[src/rtl/pipe_ctrl_pkg.sv]
// Shared types and constants for the pipeline sequencing controller.
// Holds the controller state enum, the zero register id and default latency.
package pipe_ctrl_pkg;

  typedef enum logic [0:0] {
    RUN     = 1'b0,
    MD_BUSY = 1'b1
  } hc_state_t;

  localparam logic [4:0] REG_ZERO       = 5'd0;
  localparam int         MD_LAT_DEFAULT = 4;

endpackage

[src/rtl/md_latency_counter.sv]
// Loadable down-counter tracking the remaining EX cycles of a mult/div op.
// Ports: clk, rst, load_i, load_val_i, en_i -> zero_o, value_o.
module md_latency_counter #(
  parameter int CNT_W = 2
) (
  input  logic             clk,
  input  logic             rst,
  input  logic             load_i,
  input  logic [CNT_W-1:0] load_val_i,
  input  logic             en_i,
  output logic             zero_o,
  output logic [CNT_W-1:0] value_o
);

  logic [CNT_W-1:0] cnt_q;
  logic [CNT_W-1:0] cnt_d;

  always_comb begin
    cnt_d = cnt_q;
    if (load_i) begin
      cnt_d = load_val_i;
    end else if (en_i && (cnt_q != '0)) begin
      cnt_d = cnt_q - CNT_W'(1);
    end
  end

  always_ff @(posedge clk or posedge rst) begin
    if (rst) begin
      cnt_q <= '0;
    end else begin
      cnt_q <= cnt_d;
    end
  end

  assign zero_o  = (cnt_q == '0);
  assign value_o = cnt_q;

endmodule

[src/rtl/hazard_ctrl.sv]
// Pipeline hazard controller: load-use stall, branch flush, mult/div freeze.
// Ports: hazard inputs from ID/EX -> PC/IF/ID/ID/EX/EX/MEM enables and bubbles.
// Optional HAZARD_PERF_EN adds stall_cycles and flush_count perf counters.
module hazard_ctrl
  import pipe_ctrl_pkg::*;
#(
  parameter int MD_LAT = MD_LAT_DEFAULT,
  parameter int CNT_W  = $clog2(MD_LAT)
) (
  input  logic       clk,
  input  logic       rst,
  input  logic [4:0] id_rs,
  input  logic [4:0] id_rt,
  input  logic       id_uses_rt,
  input  logic       ex_memread,
  input  logic [4:0] ex_rt,
  input  logic       branch_taken,
  input  logic       md_start,
  output logic       pc_write,
  output logic       ifid_write,
  output logic       ifid_flush,
  output logic       idex_write,
  output logic       idex_bubble,
  output logic       exmem_bubble,
  output logic       md_busy,
  output logic       md_done
`ifdef HAZARD_PERF_EN
  ,
  output logic [31:0] stall_cycles,
  output logic [15:0] flush_count
`endif
);

  hc_state_t state_q;
  hc_state_t state_d;

  logic             lu;
  logic             cnt_load;
  logic             cnt_en;
  logic             cnt_zero;
  logic [CNT_W-1:0] cnt_val;
  logic             unused_cnt;

  assign unused_cnt = ^cnt_val;

  assign lu = ex_memread
            & (ex_rt != REG_ZERO)
            & ((ex_rt == id_rs) | (id_uses_rt & (ex_rt == id_rt)));

  md_latency_counter #(
    .CNT_W(CNT_W)
  ) u_cnt (
    .clk       (clk),
    .rst       (rst),
    .load_i    (cnt_load),
    .load_val_i(CNT_W'(MD_LAT - 2)),
    .en_i      (cnt_en),
    .zero_o    (cnt_zero),
    .value_o   (cnt_val)
  );

  always_comb begin
    pc_write     = 1'b1;
    ifid_write   = 1'b1;
    ifid_flush   = 1'b0;
    idex_write   = 1'b1;
    idex_bubble  = 1'b0;
    exmem_bubble = 1'b0;
    md_busy      = 1'b0;
    md_done      = 1'b0;
    state_d      = state_q;
    cnt_load     = 1'b0;
    cnt_en       = 1'b0;
    if (rst) begin
      pc_write    = 1'b0;
      ifid_write  = 1'b0;
      idex_write  = 1'b0;
      idex_bubble = 1'b1;
    end else begin
      unique case (state_q)
        RUN: begin
          if (branch_taken) begin
            ifid_flush  = 1'b1;
            idex_bubble = 1'b1;
          end else if (md_start) begin
            pc_write     = 1'b0;
            ifid_write   = 1'b0;
            idex_write   = 1'b0;
            exmem_bubble = 1'b1;
            md_busy      = 1'b1;
            cnt_load     = 1'b1;
            state_d      = MD_BUSY;
          end else if (lu) begin
            // bubble clears ex_memread next cycle, so stall is 1 cycle
            pc_write    = 1'b0;
            ifid_write  = 1'b0;
            idex_bubble = 1'b1;
          end
        end
        MD_BUSY: begin
          pc_write     = 1'b0;
          ifid_write   = 1'b0;
          idex_write   = 1'b0;
          exmem_bubble = 1'b1;
          md_busy      = 1'b1;
          if (cnt_zero) begin
            // last busy cycle: result passes on to MEM
            md_done      = 1'b1;
            exmem_bubble = 1'b0;
            state_d      = RUN;
          end else begin
            cnt_en = 1'b1;
          end
        end
        default: state_d = RUN;
      endcase
    end
  end

  always_ff @(posedge clk or posedge rst) begin
    if (rst) begin
      state_q <= RUN;
    end else begin
      state_q <= state_d;
    end
  end

`ifdef HAZARD_PERF_EN
  logic [31:0] stall_q;
  logic [15:0] flush_q;

  always_ff @(posedge clk or posedge rst) begin
    if (rst) begin
      stall_q <= '0;
      flush_q <= '0;
    end else begin
      if (!pc_write && (stall_q != '1)) begin
        stall_q <= stall_q + 32'd1;
      end
      if (ifid_flush && (flush_q != '1)) begin
        flush_q <= flush_q + 16'd1;
      end
    end
  end

  assign stall_cycles = stall_q;
  assign flush_count  = flush_q;
`endif

endmodule

[config.mk]
export PLATFORM = sky130hd
export DESIGN_NAME = hazard_ctrl
export DESIGN_NICKNAME = d
export VERILOG_FILES = /design/src/rtl/pipe_ctrl_pkg.sv /design/src/rtl/md_latency_counter.sv /design/src/rtl/hazard_ctrl.sv
export SDC_FILE = /design/constraint.sdc
export NUM_CORES = 1
export LEC_CHECK = 0
export CAP_MARGIN = 40
export CORE_AREA = 10 10 47 49
export DETAILED_ROUTE_END_ITERATION = 7
export DIE_AREA = 0 0 57 59
export MAX_ROUTING_LAYER = met4
export PLACE_DENSITY = 0.66
export SLEW_MARGIN = 10
export SYNTH_ARGS = -nofsm -noshare
export SYNTH_HDL_FRONTEND = slang
export SYNTH_SLANG_ARGS = --single-unit
[constraint.sdc]
create_clock -name clk -period 1.86 [get_ports clk]
set_clock_uncertainty 0.2 [all_clocks]
set_input_delay 0.186 -clock clk [delete_from_list [all_inputs] [get_ports clk]]
set_output_delay 0.186 -clock clk [all_outputs]
set_load 0.02 [all_outputs]
**After elaboration in Yosys (flattened, before gate mapping)**

Index checks and enable logic that the tools add are counted.

- Register bits: 3
- Input port bits: 21
- Word-level logic and storage cells: 48

- Add/sub/neg operators: 1
- Eq/ne operators: 2
- Multiplexer cells: 33
- Bitwise gates (word level): 5
- Reductions and logical operators: 5

Operator list:

| kind | number |
|---|---|
| two-way mux 1 bit | 27 |
| == test 5 bit | 2 |
| case mux 1 bit (2 select lines) | 4 |
| nonzero test 5 bit | 1 |
| two-way mux 2 bit | 2 |
| nonzero test 2 bit | 2 |
| AND 1 bit | 3 |
| logical NOT 2 bit | 1 |
| subtractor 2 x 1 -> 2 bit (second input constant) | 1 |
| logical AND 1 bit | 1 |
| inverter 1 bit | 1 |
| OR 1 bit | 1 |

**Logic depth before layout (Yosys ltp)**

- Word-level depth: 9
- Depth in mapped cells: 5
- Gate-level depth less buffers: 4

**Cells and area by module**

From an unflattened synthesis, not the netlist that was laid out.

- Cell total of the unflattened synthesis: 53
- Area total of the unflattened synthesis: 402.9 sq um

Modules (own cells, without submodules):

| module | times used | cells an instance | area an instance (sq um) |
|---|---|---|---|
| hazard_ctrl | 1 | 40 | 267.8 |
| md_latency_counter | 1 | 13 | 135.1 |

**Worst setup path before layout**

No wires, ideal clock.

- Path kind: reg-to-output
- From: register state_q
- To: output port pc_write
- Arrival: 1.530 ns
- Required time: 1.474 ns
- Slack: -0.056 ns
- Cell stages (with the launch flop): 4
- Cells stage by stage: dfrtp_1 -> nor3_1 -> o31a_1 -> buf_4

- Longest elaborated chain between the ends: 3

Ends and longest elaborated chain:

| item | RTL line | source |
|---|---|---|
| start, declared | hazard_ctrl.sv:34 | `hc_state_t state_q;` |
| start signal, assigned | hazard_ctrl.sv:124 | `state_q <= state_d;` |
| inverter 1 bit | n/a |  |
| case mux 1 bit (2 select lines) * | n/a |  |
| two-way mux 1 bit * | n/a |  |
| end, declared | hazard_ctrl.sv:19 | `output logic pc_write,` |

Mark *: on every way between the ends. The rest lies on a longest branch, timed or not.

**Final worst setup path**

- From: input port ex_rt[3]
- To: output port pc_write

- Longest elaborated chain between the ends: 9
- Elaborated cells between the ends (all ways): 12
- Those cells by class: eq/ne: 2; mux: 5; bitwise: 4; reduce/logical: 1

Ends and longest elaborated chain:

| item | RTL line | source |
|---|---|---|
| start, declared | hazard_ctrl.sv:16 | `input logic [4:0] ex_rt,` |
| == test 5 bit | hazard_ctrl.sv:48 | `& ((ex_rt == id_rs) \| (id_uses_rt & (ex_rt == id_rt)));` |
| AND 1 bit | hazard_ctrl.sv:48 |  |
| OR 1 bit | hazard_ctrl.sv:48 |  |
| AND 1 bit * | hazard_ctrl.sv:48 |  |
| two-way mux 1 bit * | hazard_ctrl.sv:93 | `end else if (lu) begin` |
| two-way mux 1 bit * | hazard_ctrl.sv:85 | `end else if (md_start) begin` |
| two-way mux 1 bit * | hazard_ctrl.sv:82 | `if (branch_taken) begin` |
| case mux 1 bit (2 select lines) * | hazard_ctrl.sv:80 | `unique case (state_q)` |
| two-way mux 1 bit * | hazard_ctrl.sv:74 | `if (rst) begin` |

Marked as above.

==> metrics.txt <==
fmax 0.547 GHz; 1st-pass router iterations 4; clock transition at the registers of the reported paths 0.04 ns; net count after synthesis 62; fin crit share 0.984; Crit Path Max Fanout 3; RSZ-0062 raised after global routing yes; total track usage 0.0820; setup_tns 0 ns; status completed; Starting DRT DRC Count 11; post-synthesis mux area share 0.0299; Synth cell types 22; WL per Instance 13.2 um; initial antenna violation count 0; Yosys warning count 0; P_leak 0.000401 uW; antenna-violating nets left 0; GPL Wtd Cong 0.727; count of final max-slew check failures 0; vias in the first global route 465; Area contributors post-synth xor2_1, dfrtp_1, inv_1; worst setup margin 0.0306 ns; Nets 109; area leader, netlist xor2_1; Internal Pwr Total 378 uW; number of synthesized register bits 3; DRC 0; clock buffer count from CTS 3; ant diodes 0; sequential-to-total area share from yosys stat 0.224; Die H 59 um; Crit Path Category in2out; Final Setup Violations 0; Mapped Area 335 um2; part of the power in the clock network 0.193; Cells after Synth 40; Post-CTS Setup Inserts 0; Synth Area in Simple Gates 0.194; FP Rows 14; Hold Vio Cnt, Final 0; Pwr Density 794 nW/um2; cts hold-fix bufs 0; placed cell count 98; vias per cell 4.63; layout cell share with drive strength beyond 1 0.407; drt total wl 1350 um; Relative slew margins 0.822; Logic pwr share 0.622; H-tree depth 1; Area Growth Syn to Fin 131%; Crit path required time 1.47 ns; P_sw 235 uW; FF-to-FF path depth 5; clk sinks 3; fin cells 102; crit path time final 1.83 ns; Worst Tran Pin Value 0.268 ns; hold_ws 0.0804 ns; Initial Util 0.239; switching share of power 0.383; R2R setup slack 0.49 ns; post-synthesis compound-gate area fraction 0.175; VDD IR max 0.320 mV; Startpoint Class primary input; Die W 57 um; Final HPWL DP 1090 um; vias post-DR 472; Hold WC Path Type in2async; port buffer count 28; Overflow after GRT 0; dpl cell area 746 um2; Sequential Power Share 0.185; largest family of logic cells by synthesized area XOR/XNOR gates; clock root cell clkbuf_4; Worst R2R End u_cnt.value_o[1]$_DFFE_PP0P_; Clock Tree Buf Depth 2; num ports 29; core area 1400 um2; die area 3360 um2; Fill cells 144; adder-cell share of the synthesized area 0.0373; worst path arrival time 1.44 ns; TritonCTS clock tree yes; MaxCap Viol Count 0; post-route design area 773 um2; Placement Setup Slack -0.689 ns; Synth top area share 0.235; CP endpoint kind output pin; largest net degree at the start of global routing 7; Clk Latency, worst-skew pair 0.24 ns; R2R Path Start state_q$_DFFE_PP0N_; XOR/XNOR share of the synthesized area 0.261; Syn Area/Cell 8.38 um2; first-pass GRT wire length 2060 um
worst max path at each step:
stage,startpoint,to,slack [ns],depth (start not counted)
2_1_floorplan,state_q$_DFFE_PP0N_,idex_bubble,0.02,3
3_3_place_gp,ex_rt[4],ifid_write,-0.66,6
3_5_place_dp,ex_rt[2],idex_bubble,-0.69,6
4_1_cts,md_start,idex_bubble,0.006,6
5_1_grt,branch_taken,idex_bubble,-0.04,6
6_report,ex_rt[3],pc_write,0.03,6
routing by layer:
metal,part of all wire,vias up,global-route usage
met4,0.045,0,0.0805
met1,0.37,211,0.0767
met5,0,-,-
li1,-,230,-
met2,0.52,23,0.133
met3,0.059,8,0.0215
logic make-up after synthesis:
family                     after synthesis
adders and majority gates                1
muxes                                    1
DFF                                      3
xor gates and xnor gates                10
and+or+nand+nor                         10
AOI/OAI and AO/OA                        9
buffers and inverters                    6
flip-flops by register name (all words and copies together) (netlist names):
| register | cells |
|---|---|
| state_q | 1 |
| u_cnt.value_o | 2 |
power groups by stage:
| stage | clock network (uW) | logic (uW) | registers [uW] |
|---|---|---|---|
| after floorplan | 0 | 185 | 118 |
| after global placement | 0 | 399 | 108 |
| after detailed placement | 0 | 403 | 111 |
| after CTS | 122 | 387 | 111 |
| after global routing | 130 | 422 | 116 |
| final | 119 | 382 | 113 |
area by class of cell:
| type | count | area, um2 | area share |
|---|---|---|---|
| multi-input cells | 31 | 260 | 0.337 |
| repair buffers | 43 | 373 | 0.482 |
| inverters | 5 | 18.8 | 0.0243 |
| well taps | 16 | 20.0 | 0.0259 |
| flip-flops and latches | 3 | 75.1 | 0.0971 |
| clock buffers | 4 | 26.3 | 0.0340 |
placed cells by master, fill, tap and decap left out, types with 2 or more instances in the layout:
cell,n
buf_2,4
a21oi_1,2
buf_4,14
buf_6,4
clkbuf_4,3
dlymetal6s2s_1,2
dfrtp_1,3
nor2_1,2
o21ai_2,2
clkdlybuf4s15_1,2
dlygate4sd2_1,8
xor2_1,8
inv_1,5
clkdlybuf4s15_2,2
clkdlybuf4s50_1,6
synth_stat cells (all sizes together):
cell type	count
nor4	1
xor2	9
o21ai	3
nor3	2
nor2b	1
inv	5
a32oi	1
o31ai	1
dfrtp	3
xnor2	1
nor2	2
o22a	1
or4	1
nand3b	1
nor3b	1
buf	1
ha	1
mux2i	1
a21oi	2
and3	1
o31a	1
stage by stage:
step	power [uW]	utilization
floorplan	304	-
global placement	508	0.532
detailed placement	514	0.532
CTS	619	0.546
global route	668	0.552
finish	614	0.552
critical path: stages:
cell             delay (ns)
clkdlybuf4s15_2        0.21
xor2_1                 0.18
nor4_2                 0.21
a32oi_1                0.17
o31a_1                 0.34
buf_6                  0.14
what timing repair did:
action                     in CTS  in global routing
gates resized for setup        59                  6
setup endpoints to repair       8                  6
hold endpoints to repair        0                  0
pin swaps                       8                  8
(Power assumes the default switching activity.)
